## src/rtl/ahfp_add_pipe.sv

```systemverilog
// ahfp_add_pipe: four-stage pipelined floating-point adder with a valid/ready stream
// interface and a sideband tag that travels with each operation.
//
// Optional feature: define AHFP_ADD_SUB_EN to add the op_sub port (A - B when set).
//
// Ports:
//   clk, reset_n        clock, asynchronous active-low reset
//   in_valid/in_ready   input handshake; in_ready = !(out_valid && !out_ready)
//   dataa, datab        operands {sign, exponent, mantissa}
//   in_tag              tag captured at acceptance
//   op_sub              subtract select (only with AHFP_ADD_SUB_EN)
//   out_valid/out_ready output handshake
//   result, out_tag     registered sum and its tag
//
// Stages: S1 unpack/classify/swap, S2 align, S3 add/sub, S4 normalise/round/pack.
// Subnormal inputs are flushed to zero; underflowing results flush to signed zero.
module ahfp_add_pipe #(
  parameter int unsigned EXP_W = 8,
  parameter int unsigned MAN_W = 23,
  parameter int unsigned TAG_W = 4
) (
  input  logic                   clk,
  input  logic                   reset_n,
  input  logic                   in_valid,
  output logic                   in_ready,
  input  logic [EXP_W+MAN_W:0]   dataa,
  input  logic [EXP_W+MAN_W:0]   datab,
  input  logic [TAG_W-1:0]       in_tag,
`ifdef AHFP_ADD_SUB_EN
  input  logic                   op_sub,
`endif
  output logic                   out_valid,
  input  logic                   out_ready,
  output logic [EXP_W+MAN_W:0]   result,
  output logic [TAG_W-1:0]       out_tag
);

  localparam int unsigned W   = 1 + EXP_W + MAN_W;
  // Working significand: hidden bit, mantissa, guard, round, sticky.
  localparam int unsigned SW  = MAN_W + 4;
  localparam int unsigned LZW = $clog2(SW + 1);
  // Exponent working width: one bit headroom plus a sign bit for underflow.
  localparam int unsigned XW  = EXP_W + 2;
  localparam logic [EXP_W-1:0] EXP_MAX = '1;
  localparam logic [W-1:0] QNAN = {1'b0, {EXP_W{1'b1}}, 1'b1, {(MAN_W-1){1'b0}}};

  logic stall, adv;
  assign stall    = out_valid && !out_ready;
  assign adv      = !stall;
  assign in_ready = adv;

  // ---------------- S1: unpack, classify, swap ----------------
  logic             a_sign, b_sign;
  logic [EXP_W-1:0] a_exp, b_exp;
  logic [MAN_W-1:0] a_man, b_man;
  logic             a_zero, b_zero, a_inf, b_inf, a_nan, b_nan;
  logic [W-2:0]     a_mag, b_mag;
  logic             swap, l_sign, eff_sub, special;
  logic [EXP_W-1:0] l_exp, s_exp;
  logic [MAN_W:0]   l_sig, s_sig;
  logic [W-1:0]     spec_val;

  assign a_sign = dataa[W-1];
  assign a_exp  = dataa[W-2:MAN_W];
  assign a_man  = dataa[MAN_W-1:0];
  assign b_exp  = datab[W-2:MAN_W];
  assign b_man  = datab[MAN_W-1:0];
`ifdef AHFP_ADD_SUB_EN
  assign b_sign = datab[W-1] ^ op_sub;
`else
  assign b_sign = datab[W-1];
`endif

  always_comb begin
    a_zero  = (a_exp == '0);
    b_zero  = (b_exp == '0);
    a_inf   = (a_exp == EXP_MAX) && (a_man == '0);
    b_inf   = (b_exp == EXP_MAX) && (b_man == '0);
    a_nan   = (a_exp == EXP_MAX) && (a_man != '0);
    b_nan   = (b_exp == EXP_MAX) && (b_man != '0);
    // Flushed magnitudes; subnormals compare as zero.
    a_mag   = a_zero ? '0 : dataa[W-2:0];
    b_mag   = b_zero ? '0 : datab[W-2:0];
    swap    = (b_mag > a_mag);
    l_sign  = swap ? b_sign : a_sign;
    l_exp   = swap ? b_mag[W-2:MAN_W] : a_mag[W-2:MAN_W];
    s_exp   = swap ? a_mag[W-2:MAN_W] : b_mag[W-2:MAN_W];
    l_sig   = swap ? {!b_zero, b_mag[MAN_W-1:0]} : {!a_zero, a_mag[MAN_W-1:0]};
    s_sig   = swap ? {!a_zero, a_mag[MAN_W-1:0]} : {!b_zero, b_mag[MAN_W-1:0]};
    eff_sub = a_sign ^ b_sign;
    special = a_inf | b_inf | a_nan | b_nan;
    if (a_nan || b_nan || (a_inf && b_inf && eff_sub)) begin
      spec_val = QNAN;
    end else if (a_inf) begin
      spec_val = {a_sign, EXP_MAX, {MAN_W{1'b0}}};
    end else begin
      spec_val = {b_sign, EXP_MAX, {MAN_W{1'b0}}};
    end
  end

  logic             s1_valid_q, s1_sign_q, s1_sub_q, s1_special_q;
  logic [TAG_W-1:0] s1_tag_q;
  logic [EXP_W-1:0] s1_exp_q, s1_d_q;
  logic [MAN_W:0]   s1_sig_l_q, s1_sig_s_q;
  logic [W-1:0]     s1_spec_q;

  // ---------------- S2: align smaller significand ----------------
  logic [SW-1:0] s2_ext, s2_shifted, s2_lost_mask, s2_aligned;

  always_comb begin
    s2_ext       = {s1_sig_s_q, 3'b000};
    s2_shifted   = s2_ext >> s1_d_q;
    s2_lost_mask = ~({SW{1'b1}} << s1_d_q);
    if (int'(s1_d_q) >= MAN_W + 3) begin
      // Entire operand lies below the round bit: only stickiness survives.
      s2_aligned = {{(SW-1){1'b0}}, |s1_sig_s_q};
    end else begin
      s2_aligned = {s2_shifted[SW-1:1], s2_shifted[0] | (|(s2_ext & s2_lost_mask))};
    end
  end

  logic             s2_valid_q, s2_sign_q, s2_sub_q, s2_special_q;
  logic [TAG_W-1:0] s2_tag_q;
  logic [EXP_W-1:0] s2_exp_q;
  logic [SW-1:0]    s2_sig_l_q, s2_sig_s_q;
  logic [W-1:0]     s2_spec_q;

  // ---------------- S3: add / subtract ----------------
  // Swap guarantees the larger magnitude is on the left, so subtraction never goes negative.
  logic [SW:0] s3_sum_d;
  assign s3_sum_d = s2_sub_q ? ({1'b0, s2_sig_l_q} - {1'b0, s2_sig_s_q})
                             : ({1'b0, s2_sig_l_q} + {1'b0, s2_sig_s_q});

  logic             s3_valid_q, s3_sign_q, s3_special_q;
  logic [TAG_W-1:0] s3_tag_q;
  logic [EXP_W-1:0] s3_exp_q;
  logic [SW:0]      s3_sum_q;
  logic [W-1:0]     s3_spec_q;

  // ---------------- S4: normalise, round, pack ----------------
  logic [LZW-1:0]   lzc;
  logic             found, round_up;
  logic [SW-1:0]    norm;
  logic [XW-1:0]    exp_x, exp_n, exp_r;
  logic [MAN_W:0]   rnd;
  logic [MAN_W-1:0] man_r;
  logic [W-1:0]     res_d;

  always_comb begin
    lzc   = '0;
    found = 1'b0;
    for (int i = SW - 1; i >= 0; i--) begin
      if (!found) begin
        if (s3_sum_q[i]) found = 1'b1;
        else             lzc   = lzc + {{(LZW-1){1'b0}}, 1'b1};
      end
    end

    exp_x = {2'b00, s3_exp_q};
    if (s3_sum_q[SW]) begin
      // Carry out: shift right one, folding the dropped bit into sticky.
      norm  = {s3_sum_q[SW:2], s3_sum_q[1] | s3_sum_q[0]};
      exp_n = exp_x + {{(XW-1){1'b0}}, 1'b1};
    end else begin
      norm  = s3_sum_q[SW-1:0] << lzc;
      exp_n = exp_x - {{(XW-LZW){1'b0}}, lzc};
    end

    // Nearest-even: guard set and (round|sticky|lsb) set.
    round_up = norm[2] & (norm[1] | norm[0] | norm[3]);
    rnd      = {1'b0, norm[SW-2:3]} + {{MAN_W{1'b0}}, round_up};
    exp_r    = exp_n + {{(XW-1){1'b0}}, rnd[MAN_W]};
    man_r    = rnd[MAN_W] ? '0 : rnd[MAN_W-1:0];

    if (s3_special_q) begin
      res_d = s3_spec_q;
    end else if (!norm[SW-1]) begin
      // Exact cancellation (or 0 + 0) yields +0.
      res_d = '0;
    end else if (exp_r[XW-1] || (exp_r == '0)) begin
      res_d = {s3_sign_q, {(W-1){1'b0}}};
    end else if (exp_r >= {2'b00, EXP_MAX}) begin
      res_d = {s3_sign_q, EXP_MAX, {MAN_W{1'b0}}};
    end else begin
      res_d = {s3_sign_q, exp_r[EXP_W-1:0], man_r};
    end
  end

  // ---------------- pipeline registers ----------------
  always_ff @(posedge clk or negedge reset_n) begin
    if (!reset_n) begin
      s1_valid_q   <= 1'b0;
      s1_sign_q    <= 1'b0;
      s1_sub_q     <= 1'b0;
      s1_special_q <= 1'b0;
      s1_tag_q     <= '0;
      s1_exp_q     <= '0;
      s1_d_q       <= '0;
      s1_sig_l_q   <= '0;
      s1_sig_s_q   <= '0;
      s1_spec_q    <= '0;
      s2_valid_q   <= 1'b0;
      s2_sign_q    <= 1'b0;
      s2_sub_q     <= 1'b0;
      s2_special_q <= 1'b0;
      s2_tag_q     <= '0;
      s2_exp_q     <= '0;
      s2_sig_l_q   <= '0;
      s2_sig_s_q   <= '0;
      s2_spec_q    <= '0;
      s3_valid_q   <= 1'b0;
      s3_sign_q    <= 1'b0;
      s3_special_q <= 1'b0;
      s3_tag_q     <= '0;
      s3_exp_q     <= '0;
      s3_sum_q     <= '0;
      s3_spec_q    <= '0;
      out_valid    <= 1'b0;
      result       <= '0;
      out_tag      <= '0;
    end else if (adv) begin
      s1_valid_q   <= in_valid;
      s1_sign_q    <= l_sign;
      s1_sub_q     <= eff_sub;
      s1_special_q <= special;
      s1_tag_q     <= in_tag;
      s1_exp_q     <= l_exp;
      s1_d_q       <= l_exp - s_exp;
      s1_sig_l_q   <= l_sig;
      s1_sig_s_q   <= s_sig;
      s1_spec_q    <= spec_val;

      s2_valid_q   <= s1_valid_q;
      s2_sign_q    <= s1_sign_q;
      s2_sub_q     <= s1_sub_q;
      s2_special_q <= s1_special_q;
      s2_tag_q     <= s1_tag_q;
      s2_exp_q     <= s1_exp_q;
      s2_sig_l_q   <= {s1_sig_l_q, 3'b000};
      s2_sig_s_q   <= s2_aligned;
      s2_spec_q    <= s1_spec_q;

      s3_valid_q   <= s2_valid_q;
      s3_sign_q    <= s2_sign_q;
      s3_special_q <= s2_special_q;
      s3_tag_q     <= s2_tag_q;
      s3_exp_q     <= s2_exp_q;
      s3_sum_q     <= s3_sum_d;
      s3_spec_q    <= s2_spec_q;

      out_valid    <= s3_valid_q;
      // Bubbles leave the last result visible rather than loading junk.
      if (s3_valid_q) begin
        result  <= res_d;
        out_tag <= s3_tag_q;
      end
    end
  end

endmodule

```

## config.mk

```make
export PLATFORM = sky130hd
export DESIGN_NAME = ahfp_add_pipe
export DESIGN_NICKNAME = d
export VERILOG_FILES = /design/src/rtl/ahfp_add_pipe.sv
export SDC_FILE = /design/constraint.sdc
export NUM_CORES = 1
export LEC_CHECK = 0
export CORE_MARGIN = 2
export CORE_UTILIZATION = 60
export DETAILED_ROUTE_END_ITERATION = 16
export GPL_TIMING_DRIVEN = 0
export PLACE_DENSITY = 0.82
export SLEW_MARGIN = 20
export SYNTH_ARGS = -nofsm -noshare
export SYNTH_HDL_FRONTEND = slang
export SYNTH_SLANG_ARGS = --single-unit
```

## constraint.sdc

```tcl
create_clock -name clk -period 20.4 [get_ports clk]
set_input_delay 6.12 -clock clk [delete_from_list [all_inputs] [get_ports clk]]
set_output_delay 6.12 -clock clk [all_outputs]
set_load 0.05 [all_outputs]
```

Word-level counts from Yosys, hierarchy flattened
Cells that the tools add are included.

Flip-flop bits (word level): 315. Input bits: 72.

$add $sub $neg: 33. $lt $le $gt $ge: 3. Equality and inequality tests: 2. Shift operators: 3. Muxes and demuxes: 122. Bitwise gates (word level): 12. Reduce and logical (&&, ||, !) cells: 24.

Operators by type and width (number): 2-to-1 mux 5 bit (52); adder 5 x 1 -> 5 bit (second input constant) (26); 2-to-1 mux 32 bit (4); 2-to-1 mux 31 bit (4); 2-to-1 mux 27 bit (2); 2-to-1 mux 1 bit (53); 2-to-1 mux 24 bit (2); logical NOT 23 bit (2); nonzero test 23 bit (2); > comparator 31 bit (1); adder 27 x 27 -> 28 bit (1); 2-to-1 mux 28 bit (1); subtractor 27 x 27 -> 28 bit (1); bitwise AND 27 bit (1); inverter 27 bit (1); OR reduction 27 bit (1); left shift 27 x 5 -> 27 bit (1); left shift 27 x 8 -> 27 bit (first input constant) (1); >> shifter 27 x 8 -> 27 bit (1); adder 23 x 1 -> 24 bit (1); OR reduction 24 bit (1); 2-to-1 mux 23 bit (1); == test 8 bit (second input constant) (2); logical NOT 8 bit (2); 17 further kinds (35).

Depth between registers and ports, before layout
Word-level depth: 91. Mapped depth: 89. Gate-level depth less buffers: 86.

Least setup slack after synthesis
No wires, ideal clock.

Path type: register to register. Start point: reg s3_sum_q[25]. End point: reg result[10]. Library setup time: 122 ps. Arrival: 15234 ps. Required time: 20278 ps. Slack: 5044 ps. Stages on the path, launching flop included: 89. Buffers on the path: 4. Clock period less this slack: 15356 ps. Path through: dfrtp_1 buf_2 or2_1 clkbuf_1 inv_1 ha_1 nor3_1 nor2_1 ha_1 nor2_1 o211ai_1 a31oi_1 ha_1 mux2_2 mux2i_1 o21ai_0 ha_1 nor2b_1 (+53 left out) mux2i_1 o211ai_1 o21a_1 nand4_1 nor2_2 and3_1 ha_1 ha_1 nand2_1 nor2_1 nand2_1 o31ai_1 o21ai_0 nand2_1 o311ai_2 a311o_2 buf_4 o21ai_1.

Word-level cells in the longest chain between the ends: 89. Elaborated cells between the ends (all ways): 120.

RTL lines: from (decl) (RTL line 137) `logic [SW:0] s3_sum_q;`; from (signal assigned) (RTL line 248) `s3_sum_q <= s3_sum_d;`; 2-to-1 mux 5 bit (RTL line 154) `if (s3_sum_q[i]) found = 1'b1;`; 2-to-1 mux 5 bit (RTL line 153) `if (!found) begin`; adder 5 x 1 -> 5 bit (RTL line 155) `else lzc = lzc + {{(LZW-1){1'b0}}, 1'b1};`; 2-to-1 mux 5 bit (RTL line 154); 2-to-1 mux 5 bit (RTL line 153); adder 5 x 1 -> 5 bit (RTL line 155); 2-to-1 mux 5 bit (RTL line 154); 2-to-1 mux 5 bit (RTL line 153); (+73 left out); bitwise AND 1 bit (RTL line 170) `round_up = norm[2] & (norm[1] | norm[0] | norm[3]);`; adder 23 x 1 -> 24 bit (RTL line 171) `rnd = {1'b0, norm[SW-2:3]} + {{MAN_W{1'b0}}, round_up};`; adder 10 x 1 -> 10 bit (RTL line 172) `exp_r = exp_n + {{(XW-1){1'b0}}, rnd[MAN_W]};`; greater-or-equal comparator 10 x 8 -> 1 bit or logical NOT 10 bit (tied branches) (RTL line 182, 180); 2-to-1 mux 31 bit or logical OR 1 bit (tied branches) (RTL line 182, 180); 2-to-1 mux 31 bit (RTL line 180) `end else if (exp_r[XW-1] || (exp_r == '0)) begin`; 2-to-1 mux 32 bit * (RTL line 177) `end else if (!norm[SW-1]) begin`; 2-to-1 mux 32 bit * (RTL line 175) `if (s3_special_q) begin`; to (signal assigned) (RTL line 254) `result <= res_d;`; to (decl) (RTL line 34) `output logic [EXP_W+MAN_W:0] result,`.

Mark *: on every way between the ends. The rest lies on a longest branch, timed or not. A chain may end at the register's enable or synchronous reset.

Worst setup path in the final report
Start point: reg s3_sum_q[25]. End point: reg result[12].

Same word-level chain as after synthesis.

==> flow_summary.html <==
<table>
<tr><th>Metric</th><th>Value</th></tr>
<tr><th colspan="2">Route</th></tr>
<tr><td>Number of vias in the routed layout</td><td>between 20k and 25k</td></tr>
<tr><td>First-pass DRT Iterations</td><td>6</td></tr>
<tr><td>Final ANT Viol Nets</td><td>0</td></tr>
<tr><td>DR WL met2</td><td>around 33 mm</td></tr>
<tr><td>Post-detailed-route wirelength per cell</td><td>roughly 22 um</td></tr>
<tr><td>Detailed-routing wirelength on met1</td><td>27.3 mm</td></tr>
<tr><td>Drt initial violations</td><td>2282</td></tr>
<tr><td>Total length of routed met3 wires</td><td>roughly 5.7 mm</td></tr>
<tr><td>Top routing layer used</td><td>met4</td></tr>
<tr><td>DR DRC count</td><td>0</td></tr>
<tr><td>Vias per cell</td><td>approximately 6.5</td></tr>
<tr><td>Final Routed Wirelength</td><td>about 71 mm</td></tr>
<tr><th colspan="2">Hold path</th></tr>
<tr><td>Class of the most critical hold timing path</td><td>flop to flop</td></tr>
<tr><td>Hold endpoint</td><td>s3_tag_q[0]$_DFFE_PN0N_</td></tr>
<tr><td>Hold path startpoint</td><td>s3_tag_q[0]$_DFFE_PN0N_</td></tr>
<tr><td>Cells on Worst Hold Path</td><td>2</td></tr>
<tr><th colspan="2">STA</th></tr>
<tr><td>Final min period</td><td>around 19 ns</td></tr>
<tr><td>Worst clock skew</td><td>approximately 0.014 ns</td></tr>
<tr><td>Part of the cycle the worst path needs</td><td>0.930</td></tr>
<tr><td>Setup repair after global routing missed its margin</td><td>false</td></tr>
<tr><td>Count of pins over their slew limit</td><td>0</td></tr>
<tr><td>Count of endpoints failing setup in the final report</td><td>0</td></tr>
<tr><td>Top achievable clock speed</td><td>between 0.05 and 0.06 GHz</td></tr>
<tr><td>Endpoints failing hold</td><td>0</td></tr>
<tr><td>Final setup TNS</td><td>0 ns</td></tr>
<tr><td>Relative slew slack</td><td>0.363</td></tr>
<tr><td>Worst Max-Slew Pin Slew</td><td>slightly above 0.9 ns</td></tr>
<tr><th colspan="2">Logic synthesis</th></tr>
<tr><td>Number of enable-type register cells in the synthesized netlist</td><td>0</td></tr>
<tr><td>Count of different cell masters after synthesis</td><td>~100</td></tr>
<tr><td>Cells taking the most area after synthesis</td><td>dfrtp_1, nand2_1, ha_1, a21oi_1, o21ai_0</td></tr>
<tr><td>Yosys top cell by area</td><td>dfrtp_1</td></tr>
<tr><td>Adder-cell share of the synthesized area</td><td>0.0748</td></tr>
<tr><td>Total of warnings raised by yosys</td><td>0</td></tr>
<tr><td>Combinational family with the most area after synthesis</td><td>simple AND/OR/NAND/NOR gates</td></tr>
<tr><td>Simple-gate portion of the synthesized area</td><td>0.246</td></tr>
<tr><td>Post-synthesis compound-gate area fraction</td><td>0.208</td></tr>
<tr><td>Syn Area/Cell</td><td>7.67 um2</td></tr>
<tr><td>Xor/xnor cell area share of the yosys netlist</td><td>0.0670</td></tr>
<tr><td>Area share of the largest cell type after synthesis</td><td>0.278</td></tr>
<tr><td>Post-synth top flop</td><td>dfrtp_1</td></tr>
<tr><td>Proportion of register bits with asynchronous set or reset after synthesis</td><td>1.00</td></tr>
<tr><td>Number of storage elements in the synthesis netlist</td><td>~230</td></tr>
<tr><td>Cell area after technology mapping</td><td>between 20000 and 25000 um2</td></tr>
<tr><td>Sequential cell area fraction in the yosys report</td><td>0.278</td></tr>
<tr><td>Total nets after synthesis</td><td>2860</td></tr>
<tr><td>Post-synthesis mux area share</td><td>0.0722</td></tr>
<tr><td>Number of cells produced by synthesis</td><td>approximately 2.7k</td></tr>
<tr><th colspan="2">Die</th></tr>
<tr><td>Die X</td><td>between 150 and 200 um</td></tr>
<tr><td>Core ar.</td><td>33600 um2</td></tr>
<tr><td>Number of core rows</td><td>67</td></tr>
<tr><td>Initial cell density of the core</td><td>0.610</td></tr>
<tr><td>Die Footprint</td><td>between 30000 and 40000 um2</td></tr>
<tr><td>Height of the die</td><td>roughly 190 um</td></tr>
<tr><td>I/O pin total</td><td>110</td></tr>
<tr><th colspan="2">Clock tree</th></tr>
<tr><td>Longest Clk Path Bufs</td><td>3</td></tr>
<tr><td>Buffer cell driving the clock tree root</td><td>clkbuf_16</td></tr>
<tr><td>CTS sink cnt</td><td>228</td></tr>
<tr><td>Post-CTS Repair Setup Buffers</td><td>0</td></tr>
<tr><td>Clock edge transition at the registers on the reported setup and hold paths</td><td>approximately 0.070 ns</td></tr>
<tr><td>Cts hold-fix bufs</td><td>0</td></tr>
<tr><td>Number of H-tree branching levels</td><td>1</td></tr>
<tr><td>Source-to-sink clock delay at the later pin of the worst-skew pair</td><td>around 0.55 ns</td></tr>
<tr><td>TritonCTS clock tree</td><td>built</td></tr>
<tr><td>Inserted Clock Buffers</td><td>25</td></tr>
<tr><td>Number of gates given a new drive strength after cts</td><td>0</td></tr>
<tr><th colspan="2">Cells and area</th></tr>
<tr><td>Final nets</td><td>about 3k</td></tr>
<tr><td>Area of combinational cells with multiple inputs</td><td>13700 um2</td></tr>
<tr><td>Share of layout cells above drive strength 1</td><td>0.0527</td></tr>
<tr><td>P&amp;R area growth vs syn</td><td>12.4%</td></tr>
<tr><td>Most frequent cells in the layout</td><td>nand2_1, dfrtp_1, nor2_1, a21oi_1, o21ai_0</td></tr>
<tr><td>Most common library cell in the layout ignoring fill and taps</td><td>nand2_1</td></tr>
<tr><td>Filler cell count in the final layout</td><td>between 2k and 3k</td></tr>
<tr><td>Ant diodes</td><td>0</td></tr>
<tr><td>Register cell area after layout</td><td>between 5000 and 6000 um2</td></tr>
<tr><th colspan="2">Setup path</th></tr>
<tr><td>Most numerous cell on the critical path</td><td>ha_1</td></tr>
<tr><td>Largest stage delay, worst path</td><td>between 0.7 and 0.8 ns</td></tr>
<tr><td>Largest fanout of any net on the critical path</td><td>10</td></tr>
<tr><td>Crit path max-delay cell type</td><td>o311ai_2</td></tr>
<tr><td>Arrival time reported for the critical path endpoint</td><td>approximately 19 ns</td></tr>
<tr><td>Critical path endpoint category</td><td>flop</td></tr>
<tr><td>Kind of critical path</td><td>flop to flop</td></tr>
<tr><td>Worst R2R Setup Slack</td><td>1.43 ns</td></tr>
<tr><td>Depth of the worst register-to-register path</td><td>87</td></tr>
<tr><td>Worst reg2reg startpoint</td><td>s3_sum_q[25]$_DFFE_PN0N_</td></tr>
<tr><td>Crit path required time</td><td>around 21 ns</td></tr>
<tr><td>Destination of the worst register-to-register timing path</td><td>result[12]$_DFFE_PN0P_</td></tr>
<tr><td>Startpoint class of the critical path</td><td>flop</td></tr>
<tr><th colspan="2">Global route</th></tr>
<tr><td>Global route total overflow</td><td>0</td></tr>
<tr><td>Maximum number of pins on one net before global-route repair</td><td>94</td></tr>
<tr><td>Wire length of the first global-routing pass</td><td>around 110 mm</td></tr>
<tr><td>Total global-route track usage</td><td>0.390</td></tr>
<tr><td>Number of global-route vias before repair</td><td>20.6k</td></tr>
<tr><td>Initial antenna violation count</td><td>0</td></tr>
<tr><th colspan="2">Placed design</th></tr>
<tr><td>I/O Buffers</td><td>approximately 110</td></tr>
<tr><td>Final estimated routing congestion in global placement</td><td>1.03</td></tr>
<tr><td>DP HPWL</td><td>approximately 55 mm</td></tr>
<tr><th colspan="2">Power</th></tr>
<tr><td>Leakage dissipation</td><td>slightly below 10 nW</td></tr>
<tr><td>Total Power Consumption</td><td>approximately 0.0037 W</td></tr>
<tr><td>Net Sw Power</td><td>around 0.0019 W</td></tr>
<tr><td>Switching power share of the total</td><td>0.529</td></tr>
<tr><td>Power per Cell Area</td><td>159 nW/um2</td></tr>
<tr><td>Sequential cell fraction of total power</td><td>0.218</td></tr>
<tr><td>Clk network pwr share</td><td>0.125</td></tr>
<tr><td>Internal Pwr Total</td><td>0.00173 W</td></tr>
<tr><td>Peak ir drop on the vdd network</td><td>roughly 0.000089 V</td></tr>
<tr><td>Part of the power in combinational logic</td><td>0.657</td></tr>
<tr><th colspan="2">Outcome</th></tr>
<tr><td>Status</td><td>complete, no violations</td></tr>
<tr><th colspan="2">Job</th></tr>
<tr><td>Max-Cap Viols</td><td>0</td></tr>
</table>
-- kinds of logic after synthesis --
| group | count (synthesis) |
|---|---|
| XOR/XNOR | 123 |
| buffers and inverters | 279 |
| AO/OA/AOI/OAI | 697 |
| flip-flops | 228 |
| multiplexers | 125 |
| adder cells (fa/ha/maj) | 123 |
| AND/OR/NAND/NOR | 1098 |
-- sequential cells by signal, summed over array words and instances, names as in the netlist, 3 cells and up --
signal	count
s1_sig_s_q	24
result	32
s2_tag_q	4
s1_exp_q	8
s2_sig_l_q	24
s1_d_q	8
s1_tag_q	4
s2_exp_q	8
out_tag	4
s3_sum_q	28
s1_sig_l_q	24
s3_tag_q	4
s2_sig_s_q	27
s1_spec_q	3
s2_spec_q	3
s3_exp_q	8
s3_spec_q	3
-- worst max-delay path by stage --
stage	from	end	slack (ns)	depth (start not counted)
2_1_floorplan	s3_sum_q[25]$_DFFE_PN0N_	result[10]$_DFFE_PN0P_	5.04	88
3_3_place_gp	s3_sum_q[25]$_DFFE_PN0N_	result[9]$_DFFE_PN0P_	2.67	83
3_5_place_dp	s3_sum_q[25]$_DFFE_PN0N_	result[12]$_DFFE_PN0P_	2.10	83
4_1_cts	s3_sum_q[25]$_DFFE_PN0N_	result[12]$_DFFE_PN0P_	2.00	83
5_1_grt	s3_sum_q[25]$_DFFE_PN0N_	result[12]$_DFFE_PN0P_	0.08	87
6_report	s3_sum_q[25]$_DFFE_PN0N_	result[12]$_DFFE_PN0P_	1.43	87
-- power by group through the flow --
stage	logic, W	clock network [W]	registers [W]
floorplan	0.00156	0	0.000841
global placement	0.00227	0	0.000787
detailed placement	0.00231	0	0.000794
CTS	0.00233	0.000459	0.000788
global route	0.00259	0.000479	0.000811
finish	0.00241	0.000456	0.000798
-- cells in the mapped netlist (7+ instances only) --
master    number
xnor2_1       64
inv_1         97
or3_1         15
nand2b_1      35
dfrtp_1      228
or2_2         12
nor3_1        64
o22ai_1       24
nor2b_1       32
a21oi_1      202
nand3_1       74
o21ai_1       18
o21a_1        23
buf_1         29
nor4_1        29
buf_2          9
o21bai_1      10
nand2_1      500
o21ai_0      198
a22oi_1        7
a211oi_1      17
xor2_1        37
o22a_1        11
o211ai_1       9
or4_1          7
a31oi_1       50
o31ai_1       20
maj3_1         8
clkbuf_1     136
ha_1         113
a21o_1        26
and2_1        39
and3_1        15
mux2_2        12
nand3b_1       7
nor2_1       209
mux4_2        15
mux2i_1       94
nand4_1       24
-- metrics by stage --
step	utilization	setup slack, ns	instances	hold slack [ns]	cell area, um2
global placement	0.659	2.67	3230	0.451	22200
detailed placement	0.661	2.10	3232	0.453	22200
floorplan	-	5.04	2673	0.435	20500
global route	0.686	0.0850	3278	0.498	23100
CTS	0.686	2.00	3278	0.469	23100
finish	0.686	1.43	3278	0.469	23100
-- worst max-delay path: cells and delay by family, from the launching register on --
family	cells	cell delay, ns
XOR/XNOR	3	0.78
AND/OR/NAND/NOR	28	4.25
AO/OA/AOI/OAI	26	5.97
buffers and inverters	7	1.49
adder cells (fa/ha/maj)	14	4.03
multiplexers	9	1.98
flip-flops	1	0.31
-- layer usage --
metal / GRT usage / vias to the layer above
li1: - / 9722
met1: 0.486 / 10049
met2: 0.653 / 1242
met5: 0 / -
met4: 0.218 / 0
met3: 0.0549 / 277
-- cell type report --
class                      count  share of cell area
buffer                       179              0.0309
clock buffer                  36              0.0320
clock inverter                10             0.00418
inverter                     100              0.0163
multi-input combinational   2166               0.595
sequential                   228               0.247
tap                          448              0.0243
timing repair buffer         111              0.0499
Power figures use the tool's default switching activity.
